[src/rtl/gf180mcu_osu_sc_9t_ro_meas_if.sv]
// Control/result bundle of the ring-oscillator measurement stage.
// The master requests a window; the slave reports busy/done and the edge count.
interface gf180mcu_osu_sc_9t_ro_meas_if #(
    parameter int CNT_W = 16,
    parameter int WIN_W = 12
);
    logic             en;
    logic             start;
    logic [WIN_W-1:0] win_cyc;
    logic             busy;
    logic             done;
    logic [CNT_W-1:0] count;
    logic             ovf;

    modport master (output en, start, win_cyc, input busy, done, count, ovf);
    modport slave  (input en, start, win_cyc, output busy, done, count, ovf);
endinterface

[src/rtl/gf180mcu_osu_sc_9t_ro_meas.sv]
// Counts synchronized rising edges of a ring-oscillator output over a
// programmable window of reference-clock cycles, with start/done handshake.
module gf180mcu_osu_sc_9t_ro_meas #(
    parameter int CNT_W       = 16,
    parameter int WIN_W       = 12,
    parameter int SYNC_STAGES = 2
) (
    input  logic i_clk,
    input  logic i_rn,
    input  logic i_ro_in,
    gf180mcu_osu_sc_9t_ro_meas_if.slave s_bus
);
    typedef enum logic [0:0] {ST_IDLE = 1'b0, ST_MEASURE = 1'b1} state_t;

    localparam logic [CNT_W-1:0] CNT_MAX  = {CNT_W{1'b1}};
    localparam logic [CNT_W-1:0] CNT_ZERO = {CNT_W{1'b0}};
    localparam logic [CNT_W-1:0] CNT_ONE  = {{(CNT_W-1){1'b0}}, 1'b1};
    localparam logic [WIN_W-1:0] WIN_ZERO = {WIN_W{1'b0}};
    localparam logic [WIN_W-1:0] WIN_ONE  = {{(WIN_W-1){1'b0}}, 1'b1};

    state_t           r_state, w_state_nxt;
    logic [SYNC_STAGES-1:0] r_sync;
    logic             r_prev;
    logic             w_edge;
    logic [WIN_W-1:0] r_win, w_win_nxt;
    logic [CNT_W-1:0] r_cnt, w_cnt_nxt, w_cnt_inc;
    logic             r_sat, w_sat_nxt, w_sat_inc;
    logic             r_busy, w_busy_nxt;
    logic             r_done, w_done_nxt;
    logic [CNT_W-1:0] r_count, w_count_nxt;
    logic             r_ovf, w_ovf_nxt;

    // RO_IN is asynchronous; the edge detector runs every cycle so a level
    // already high when a window opens is never counted as an edge.
    always_ff @(posedge i_clk or negedge i_rn) begin
        if (!i_rn) begin
            r_sync <= {SYNC_STAGES{1'b0}};
            r_prev <= 1'b0;
        end else begin
            r_sync <= {r_sync[SYNC_STAGES-2:0], i_ro_in};
            r_prev <= r_sync[SYNC_STAGES-1];
        end
    end

    assign w_edge = r_sync[SYNC_STAGES-1] & ~r_prev;

    always_comb begin
        w_cnt_inc = r_cnt;
        w_sat_inc = r_sat;
        if (w_edge) begin
            if (r_cnt == CNT_MAX) begin
                w_sat_inc = 1'b1;
            end else begin
                w_cnt_inc = r_cnt + CNT_ONE;
            end
        end else begin
            w_cnt_inc = r_cnt;
        end
    end

    always_ff @(posedge i_clk or negedge i_rn) begin
        if (!i_rn) begin
            r_state <= ST_IDLE;
        end else begin
            r_state <= w_state_nxt;
        end
    end

    always_ff @(posedge i_clk or negedge i_rn) begin
        if (!i_rn) begin
            r_win   <= WIN_ZERO;
            r_cnt   <= CNT_ZERO;
            r_sat   <= 1'b0;
            r_busy  <= 1'b0;
            r_done  <= 1'b0;
            r_count <= CNT_ZERO;
            r_ovf   <= 1'b0;
        end else begin
            r_win   <= w_win_nxt;
            r_cnt   <= w_cnt_nxt;
            r_sat   <= w_sat_nxt;
            r_busy  <= w_busy_nxt;
            r_done  <= w_done_nxt;
            r_count <= w_count_nxt;
            r_ovf   <= w_ovf_nxt;
        end
    end

    // The final window cycle publishes the count including that cycle's edge.
    always_comb begin
        w_state_nxt = r_state;
        w_win_nxt   = r_win;
        w_cnt_nxt   = r_cnt;
        w_sat_nxt   = r_sat;
        w_busy_nxt  = 1'b0;
        w_done_nxt  = 1'b0;
        w_count_nxt = r_count;
        w_ovf_nxt   = r_ovf;
        if (!s_bus.en) begin
            w_state_nxt = ST_IDLE;
        end else begin
            case (r_state)
                ST_IDLE: begin
                    if (s_bus.start) begin
                        if (s_bus.win_cyc != WIN_ZERO) begin
                            w_state_nxt = ST_MEASURE;
                            w_win_nxt   = s_bus.win_cyc;
                            w_cnt_nxt   = CNT_ZERO;
                            w_sat_nxt   = 1'b0;
                            w_busy_nxt  = 1'b1;
                        end else begin
                            w_done_nxt  = 1'b1;
                            w_count_nxt = CNT_ZERO;
                            w_ovf_nxt   = 1'b0;
                        end
                    end else begin
                        w_state_nxt = ST_IDLE;
                    end
                end
                ST_MEASURE: begin
                    w_win_nxt = r_win - WIN_ONE;
                    w_cnt_nxt = w_cnt_inc;
                    w_sat_nxt = w_sat_inc;
                    if (r_win == WIN_ONE) begin
                        w_state_nxt = ST_IDLE;
                        w_done_nxt  = 1'b1;
                        w_count_nxt = w_cnt_inc;
                        w_ovf_nxt   = w_sat_inc;
                    end else begin
                        w_busy_nxt  = 1'b1;
                    end
                end
                default: begin
                    w_state_nxt = ST_IDLE;
                end
            endcase
        end
    end

    assign s_bus.busy  = r_busy;
    assign s_bus.done  = r_done;
    assign s_bus.count = r_count;
    assign s_bus.ovf   = r_ovf;
endmodule

[src/flat_wrapper.sv]
// flat-port wrapper written by rule: the top's interface ports become plain ports
module gf180mcu_osu_sc_9t_ro_meas_flat 
#(
    parameter int CNT_W       = 16,
    parameter int WIN_W       = 12,
    parameter int SYNC_STAGES = 2
)
  (i_clk, i_rn, i_ro_in, s_bus_en, s_bus_start, s_bus_win_cyc, s_bus_busy, s_bus_done, s_bus_count, s_bus_ovf);
  gf180mcu_osu_sc_9t_ro_meas_if #(.CNT_W(CNT_W), .WIN_W(WIN_W)) s_bus_i ();
  input  logic i_clk;
  input  logic i_rn;
  input  logic i_ro_in;
  input wire logic [$bits(s_bus_i.en)-1:0] s_bus_en;
  input wire logic [$bits(s_bus_i.start)-1:0] s_bus_start;
  input wire logic [$bits(s_bus_i.win_cyc)-1:0] s_bus_win_cyc;
  output wire logic [$bits(s_bus_i.busy)-1:0] s_bus_busy;
  output wire logic [$bits(s_bus_i.done)-1:0] s_bus_done;
  output wire logic [$bits(s_bus_i.count)-1:0] s_bus_count;
  output wire logic [$bits(s_bus_i.ovf)-1:0] s_bus_ovf;
  assign s_bus_i.en = s_bus_en;
  assign s_bus_i.start = s_bus_start;
  assign s_bus_i.win_cyc = s_bus_win_cyc;
  assign s_bus_busy = s_bus_i.busy;
  assign s_bus_done = s_bus_i.done;
  assign s_bus_count = s_bus_i.count;
  assign s_bus_ovf = s_bus_i.ovf;
  gf180mcu_osu_sc_9t_ro_meas #(.CNT_W(CNT_W), .WIN_W(WIN_W), .SYNC_STAGES(SYNC_STAGES)) u_core (.i_clk(i_clk), .i_rn(i_rn), .i_ro_in(i_ro_in), .s_bus(s_bus_i));
endmodule
[config.mk]
export PLATFORM = sky130hd
export DESIGN_NAME = gf180mcu_osu_sc_9t_ro_meas_flat
export DESIGN_NICKNAME = d
export VERILOG_FILES = /design/src/rtl/gf180mcu_osu_sc_9t_ro_meas_if.sv /design/src/rtl/gf180mcu_osu_sc_9t_ro_meas.sv /design/src/flat_wrapper.sv
export SDC_FILE = /design/constraint.sdc
export NUM_CORES = 1
export LEC_CHECK = 0
export CAP_MARGIN = 30
export CORE_MARGIN = 4
export CORE_UTILIZATION = 52
export CTS_BUF_LIST = sky130_fd_sc_hd__clkbuf_8
export DETAILED_ROUTE_END_ITERATION = 16
export GPL_ROUTABILITY_DRIVEN = 0
export GPL_TIMING_DRIVEN = 0
export PLACE_DENSITY = 0.91
export RECOVER_POWER = 50
export SYNTH_ARGS = -nofsm -noshare
export SYNTH_HDL_FRONTEND = slang
export SYNTH_SLANG_ARGS = --single-unit
[constraint.sdc]
create_clock -name i_clk -period 1.7 [get_ports i_clk]
set_input_delay 0.34 -clock i_clk [delete_from_list [all_inputs] [get_ports i_clk]]
set_output_delay 0.34 -clock i_clk [all_outputs]
set_load 0.05 [all_outputs]
After elaboration in Yosys (flattened, before gate mapping). Index checks and enable logic that the tools add are counted.

Output and inout port bits: 19. Input port bits: 17. Logic and storage cells: 54. Register bits after elaboration: 51.

Bitwise operators: 3. Add/subtract/negate cells: 2. Equality and inequality tests: 6. Multiplexer cells: 31. Reductions and logical operators: 3.

Operator list (count): 2-to-1 mux 16 bit (7); case mux 16 bit (2 select lines) (2); 2-to-1 mux 12 bit (2); case mux 12 bit (2 select lines) (1); adder 16 x 1 -> 16 bit, second input constant (1); equality test 16 bit, second input constant (1); 2-to-1 mux 1 bit (15); equality test 12 x 1 -> 1 bit, second input constant (1); nonzero test 12 bit (1); subtractor 12 x 1 -> 12 bit, second input constant (1); case mux 1 bit (2 select lines) (4); != test 2 bit, second input constant (3); AND reduction 4 bit (1); AND reduction 3 bit (1); != test 2 x 1 -> 1 bit, second input constant (1); inverter 1 bit (2); AND 1 bit (1).

Logic depth before layout (Yosys ltp). Gate-level depths: netlist of the first run.

Depth after elaboration: 5. Depth in mapped cells: 9.

Least setup slack after synthesis of the first run. Ideal clock, no wire load.

Path kind: register to register. From: reg u_core.r_state. To: reg u_core.r_count[10], in the netlist u_core.s_bus.count[10]. Setup slack: -0.176 ns. Cell stages (with the launch flop): 8. Arrival time: 1.799 ns. Path through: dfrtp_1 -> nor4_1 -> nand4_1 -> a21o_1 -> inv_2 -> nand2_1 -> clkbuf_1 -> o21ai_1.

Cells in the longest elaborated chain, start to end: 3.

RTL lines: start: declaration (RTL line gf180mcu_osu_sc_9t_ro_meas.sv:21) `state_t r_state, w_state_nxt;`; start signal: assignment (RTL line gf180mcu_osu_sc_9t_ro_meas.sv:65) `r_state <= w_state_nxt;`; inverter 1 bit (RTL line gf180mcu_osu_sc_9t_ro_meas.sv:102) `case (r_state)`; != test 2 bit (no source line); AND reduction 4 bit (no source line); end signal: assignment (RTL line gf180mcu_osu_sc_9t_ro_meas.sv:84) `r_count <= w_count_nxt;`; end: declaration (RTL line gf180mcu_osu_sc_9t_ro_meas.sv:30) `logic [CNT_W-1:0] r_count, w_count_nxt;`.

Parallel ways exist; a longest one is shown, timed or not. A chain may end at the register's enable or synchronous reset.

Final worst setup path of the first run.
From: reg u_core.r_cnt[14]. To: reg u_core.r_count[2], in the netlist u_core.s_bus.count[2].

Cells in the longest elaborated chain, start to end: 5.

RTL lines: start: declaration (RTL line gf180mcu_osu_sc_9t_ro_meas.sv:26) `logic [CNT_W-1:0] r_cnt, w_cnt_nxt, w_cnt_inc;`; start signal: assignment (RTL line gf180mcu_osu_sc_9t_ro_meas.sv:80) `r_cnt <= w_cnt_nxt;`; equality test 16 bit (RTL line gf180mcu_osu_sc_9t_ro_meas.sv:51) `if (r_cnt == CNT_MAX) begin`; 2-to-1 mux 16 bit (RTL line gf180mcu_osu_sc_9t_ro_meas.sv:51); 2-to-1 mux 16 bit (RTL line gf180mcu_osu_sc_9t_ro_meas.sv:50) `if (w_edge) begin`; 2-to-1 mux 16 bit (RTL line gf180mcu_osu_sc_9t_ro_meas.sv:124) `if (r_win == WIN_ONE) begin`; case mux 16 bit (2 select lines) (RTL line gf180mcu_osu_sc_9t_ro_meas.sv:102).

No other way between the ends. The select of a mux whose other input is x is not followed.

==> results.md, run 1 <==
• Synth cell types: 52
• initial antenna violation count: 0
• iteration count of the initial detailed-routing pass: 7
• standard cell core area: 5110 sq um
• proportion of power drawn by combinational gates: 0.300
• proportion of synthesized flip-flops having asynchronous set or reset: 1.00
• standby leakage power: 1.92 nW
• number of failing setup endpoints in the final timing report: 48
• number of maximum-capacitance violations: 0
• number of synthesis warnings: 0
• total gr overflow: 0
• synth cell count leaders: sky130_fd_sc_hd__dfrtp_1 (51), sky130_fd_sc_hd__nand2_1 (33), sky130_fd_sc_hd__nand4_1 (20), sky130_fd_sc_hd__a21oi_1 (18), sky130_fd_sc_hd__o21ai_0 (17)
• count of antenna-violating nets left after detailed routing: 0
• DRC violation total after the first TritonRoute iteration: 928
• final worst-path cycle share: 1.34
• number of buffers on the longest clock path: 2
• shortest clock period the worst path allows after layout: 2270 ps
• Area after DPL: 3260 sq um
• Peak VDD IR: 0.712 mV
• drt total wl: 13.5 mm
• clock tree from TritonCTS: done
• ranking of synthesized cells by area: sky130_fd_sc_hd__dfrtp_1 (46%), sky130_fd_sc_hd__nand4_1 (4.5%), sky130_fd_sc_hd__nand2_1 (4.5%)
• number of nets at the end of the flow: 411
• Sw Ratio: 0.381
• register share of total power: 0.469
• clock latency at the later pin of the worst-skew pair: 340 ps
• Avg Vias per Cell: 7.55
• most common flop cell mapped by yosys: sky130_fd_sc_hd__dfrtp_1
• most numerous cell in the Yosys netlist: sky130_fd_sc_hd__dfrtp_1
• first-pass GRT wire length: 16.2 mm
• post-detailed-route wirelength per cell: 29.3 um
• PortBufs: 35
• row count: 26
• net switching component of the power: 0.00125 W
• area of the mapped netlist: 2750 sq um
• number of hold-slack violations in the final timing report: 0
• area overhead of the layout relative to synthesis: 60.8%
• relative slew slack: 0.0588
• number of nets in the synthesized netlist: 317
• data arrival at the endpoint of the critical path: 2460 ps
• overall routing resource usage: 0.333
• final setup TNS: -8560 ps
• clock slew at reported path FFs: 120 ps
• fraction of post-synthesis cell area in the top cell type by area: 0.464
• antenna diode count: 0
• largest fanout on the critical path: 4
• DRC: 0
• classification of the worst setup path: reg2reg
• final std cell area, no fill: 4420 sq um
• full die area: 6520 sq um
• power density over the cells: 744 nW/um^2
• Worst Skew: 20.4 ps
• count of pins over their slew limit: 0
• number of global-route vias before repair: 2998
• non-filler cells in the finished layout: 462
• Power Internal: 0.00204 W
• register-to-register setup slack: -570 ps
• Critical Path Start Type: register
• synthesized area per cell: 9.26 sq um
• sequential-to-total area share from yosys stat: 0.464
• share of post-route cells with drive strength above 1: 0.474
• HP Class: in2async
• cell taking the most area after synthesis: sky130_fd_sc_hd__dfrtp_1
• number of flops mapped to enable cells by yosys: 0
• starting density of the core: 0.538
• number of register bits inferred by synthesis: 51
• Boundary Pins: 36
• count of placed standard cells including taps: 403
• Die X-Extent: 80.7 um
• unrepaired setup endpoints after global routing: yes
• detailed-placement wirelength estimate: 5.04 mm
• Mapped Cells: 297
• clk sink count: 51
• required time reported for the critical path endpoint: 1890 ps
• outcome: complete, but fails checks
• post-route worst hold slack: 299 ps
• hold bufs inserted after CTS: 0
• layout filler cell count: 199
• min setup slack post-route: -572 ps
• largest net degree at the start of global routing: 27
• clock share of power: 0.232
• count of vias placed by the detailed router: 3489
• CTS H-tree lvls: 2
• highest clock frequency the design can meet: 0.440 GHz
• Clock Root Buffer: sky130_fd_sc_hd__clkbuf_8
• vertical die dimension: 80.7 um
• failing checks: negative setup slack
• number of CTS-inserted buffers: 5
• Worst Tran Pin Value: 1410 ps
• endpoint type of the worst setup path: register
## state kept, by name (all words and copies together), names as in the netlist
| signal | flops |
|---|---|
| u_core.r_win | 12 |
| u_core.r_state | 1 |
| u_core.r_prev | 1 |
| u_core.s_bus.count | 16 |
| u_core.s_bus.ovf | 1 |
| u_core.s_bus.done | 1 |
| u_core.r_sat | 1 |
| u_core.r_sync | 2 |
| u_core.r_cnt | 16 |
## layout make-up
cell class | count | area (sq um) | share of cell area
well taps | 70 | 87.6 | 0.0198
clock buffers | 5 | 68.8 | 0.0156
plain buffers | 16 | 170 | 0.0385
repair buffers | 90 | 815 | 0.184
clock inverters | 3 | 20.0 | 0.00453
flip-flops and latches | 51 | 1290 | 0.292
inverters | 6 | 27.5 | 0.00622
multi-input cells | 221 | 1940 | 0.439
## layout by cell type (no fill, tap or decap), types with 6 or more instances in the layout
cell,instances
sky130_fd_sc_hd__buf_4,42
sky130_fd_sc_hd__dfrtp_1,38
sky130_fd_sc_hd__nand2_1,24
sky130_fd_sc_hd__dlygate4sd2_1,23
sky130_fd_sc_hd__nand4_1,20
sky130_fd_sc_hd__o21ai_2,17
sky130_fd_sc_hd__buf_6,16
sky130_fd_sc_hd__dfrtp_2,13
sky130_fd_sc_hd__a21oi_1,11
sky130_fd_sc_hd__o21ai_1,10
sky130_fd_sc_hd__nor2_1,7
sky130_fd_sc_hd__a21o_1,7
sky130_fd_sc_hd__nor4_4,6
sky130_fd_sc_hd__xor2_1,6
sky130_fd_sc_hd__a21oi_2,6
## worst paths after layout
path                                  startpoint               endpoint  cells after the start
worst max-delay path            u_core.r_cnt[14]  u_core.s_bus.count[2]                      6
worst min-delay path                        i_rn  u_core.s_bus.count[6]                      1
worst max register to register  u_core.r_cnt[14]  u_core.s_bus.count[2]                      6
worst min register to register  u_core.r_sync[0]       u_core.r_sync[1]                      0
max in group asynchronous                   i_rn        u_core.r_win[6]                      2
min in group i_clk              u_core.r_sync[0]       u_core.r_sync[1]                      0
## power by group through the flow
stage               clock [W]  sequential [W]  combinational [W]
floorplan                   0         0.00145           0.000383
global placement            0         0.00145           0.000541
detailed placement          0         0.00146           0.000580
CTS                  0.000715         0.00146           0.000682
global route         0.000805         0.00155            0.00102
finish               0.000762         0.00154           0.000986
## routing by layer
layer  vias to the layer above  global-route usage  part of all wire
met5                         -                   0                 0
met4                         0               0.172             0.085
met3                       146              0.0807              0.16
met2                       432               0.526              0.42
met1                      1617               0.424              0.33
li1                       1294                   -                 -
## cell families after synthesis
logic type,Yosys count,synth area share
AND/OR/NAND/NOR,116,0.232
AO/OA/AOI/OAI,86,0.197
flip-flops,51,0.464
buffers and inverters,25,0.0409
XOR/XNOR,13,0.0414
multiplexers,3,0.0109
adder cells (fa/ha/maj),3,0.0137
## stage by stage
stage          worst slack, ps  utilization  power (W)
2_1_floorplan            -3.32            -    0.00183
3_3_place_gp             -1300        0.635    0.00199
3_5_place_dp              -772        0.638    0.00204
4_1_cts                   -123        0.759    0.00286
5_1_grt                   -701        0.866    0.00337
6_report                  -572        0.866    0.00329
## what timing repair did
item | CTS | global route
setup buffers | 30 | 19
gates resized for setup | 109 | 105
pin swaps | 32 | 42
gates cloned | 3 | 2
endpoints found under the setup margin | 65 | 47
## worst max-delay path, stage by stage, from the launching register on
cell and delay [ps]:
sky130_fd_sc_hd__dfrtp_1 420, sky130_fd_sc_hd__nand4_1 260, sky130_fd_sc_hd__or4_4 230, sky130_fd_sc_hd__buf_6 100
sky130_fd_sc_hd__nand3_4 80, sky130_fd_sc_hd__a21boi_0 830, sky130_fd_sc_hd__o21ai_2 190
(Power assumes the default switching activity.)
==> inputs of run 2 (changes only) <==
--- a/config.mk
+++ b/config.mk
@@ -10,7 +10,6 @@
 export CORE_UTILIZATION = 52
 export CTS_BUF_LIST = sky130_fd_sc_hd__clkbuf_8
 export DETAILED_ROUTE_END_ITERATION = 16
-export GPL_ROUTABILITY_DRIVEN = 0
 export GPL_TIMING_DRIVEN = 0
 export PLACE_DENSITY = 0.91
 export RECOVER_POWER = 50
==> results of run 2 <==
Same layout as run 1: the final DEF is identical, and so are final timing and power.
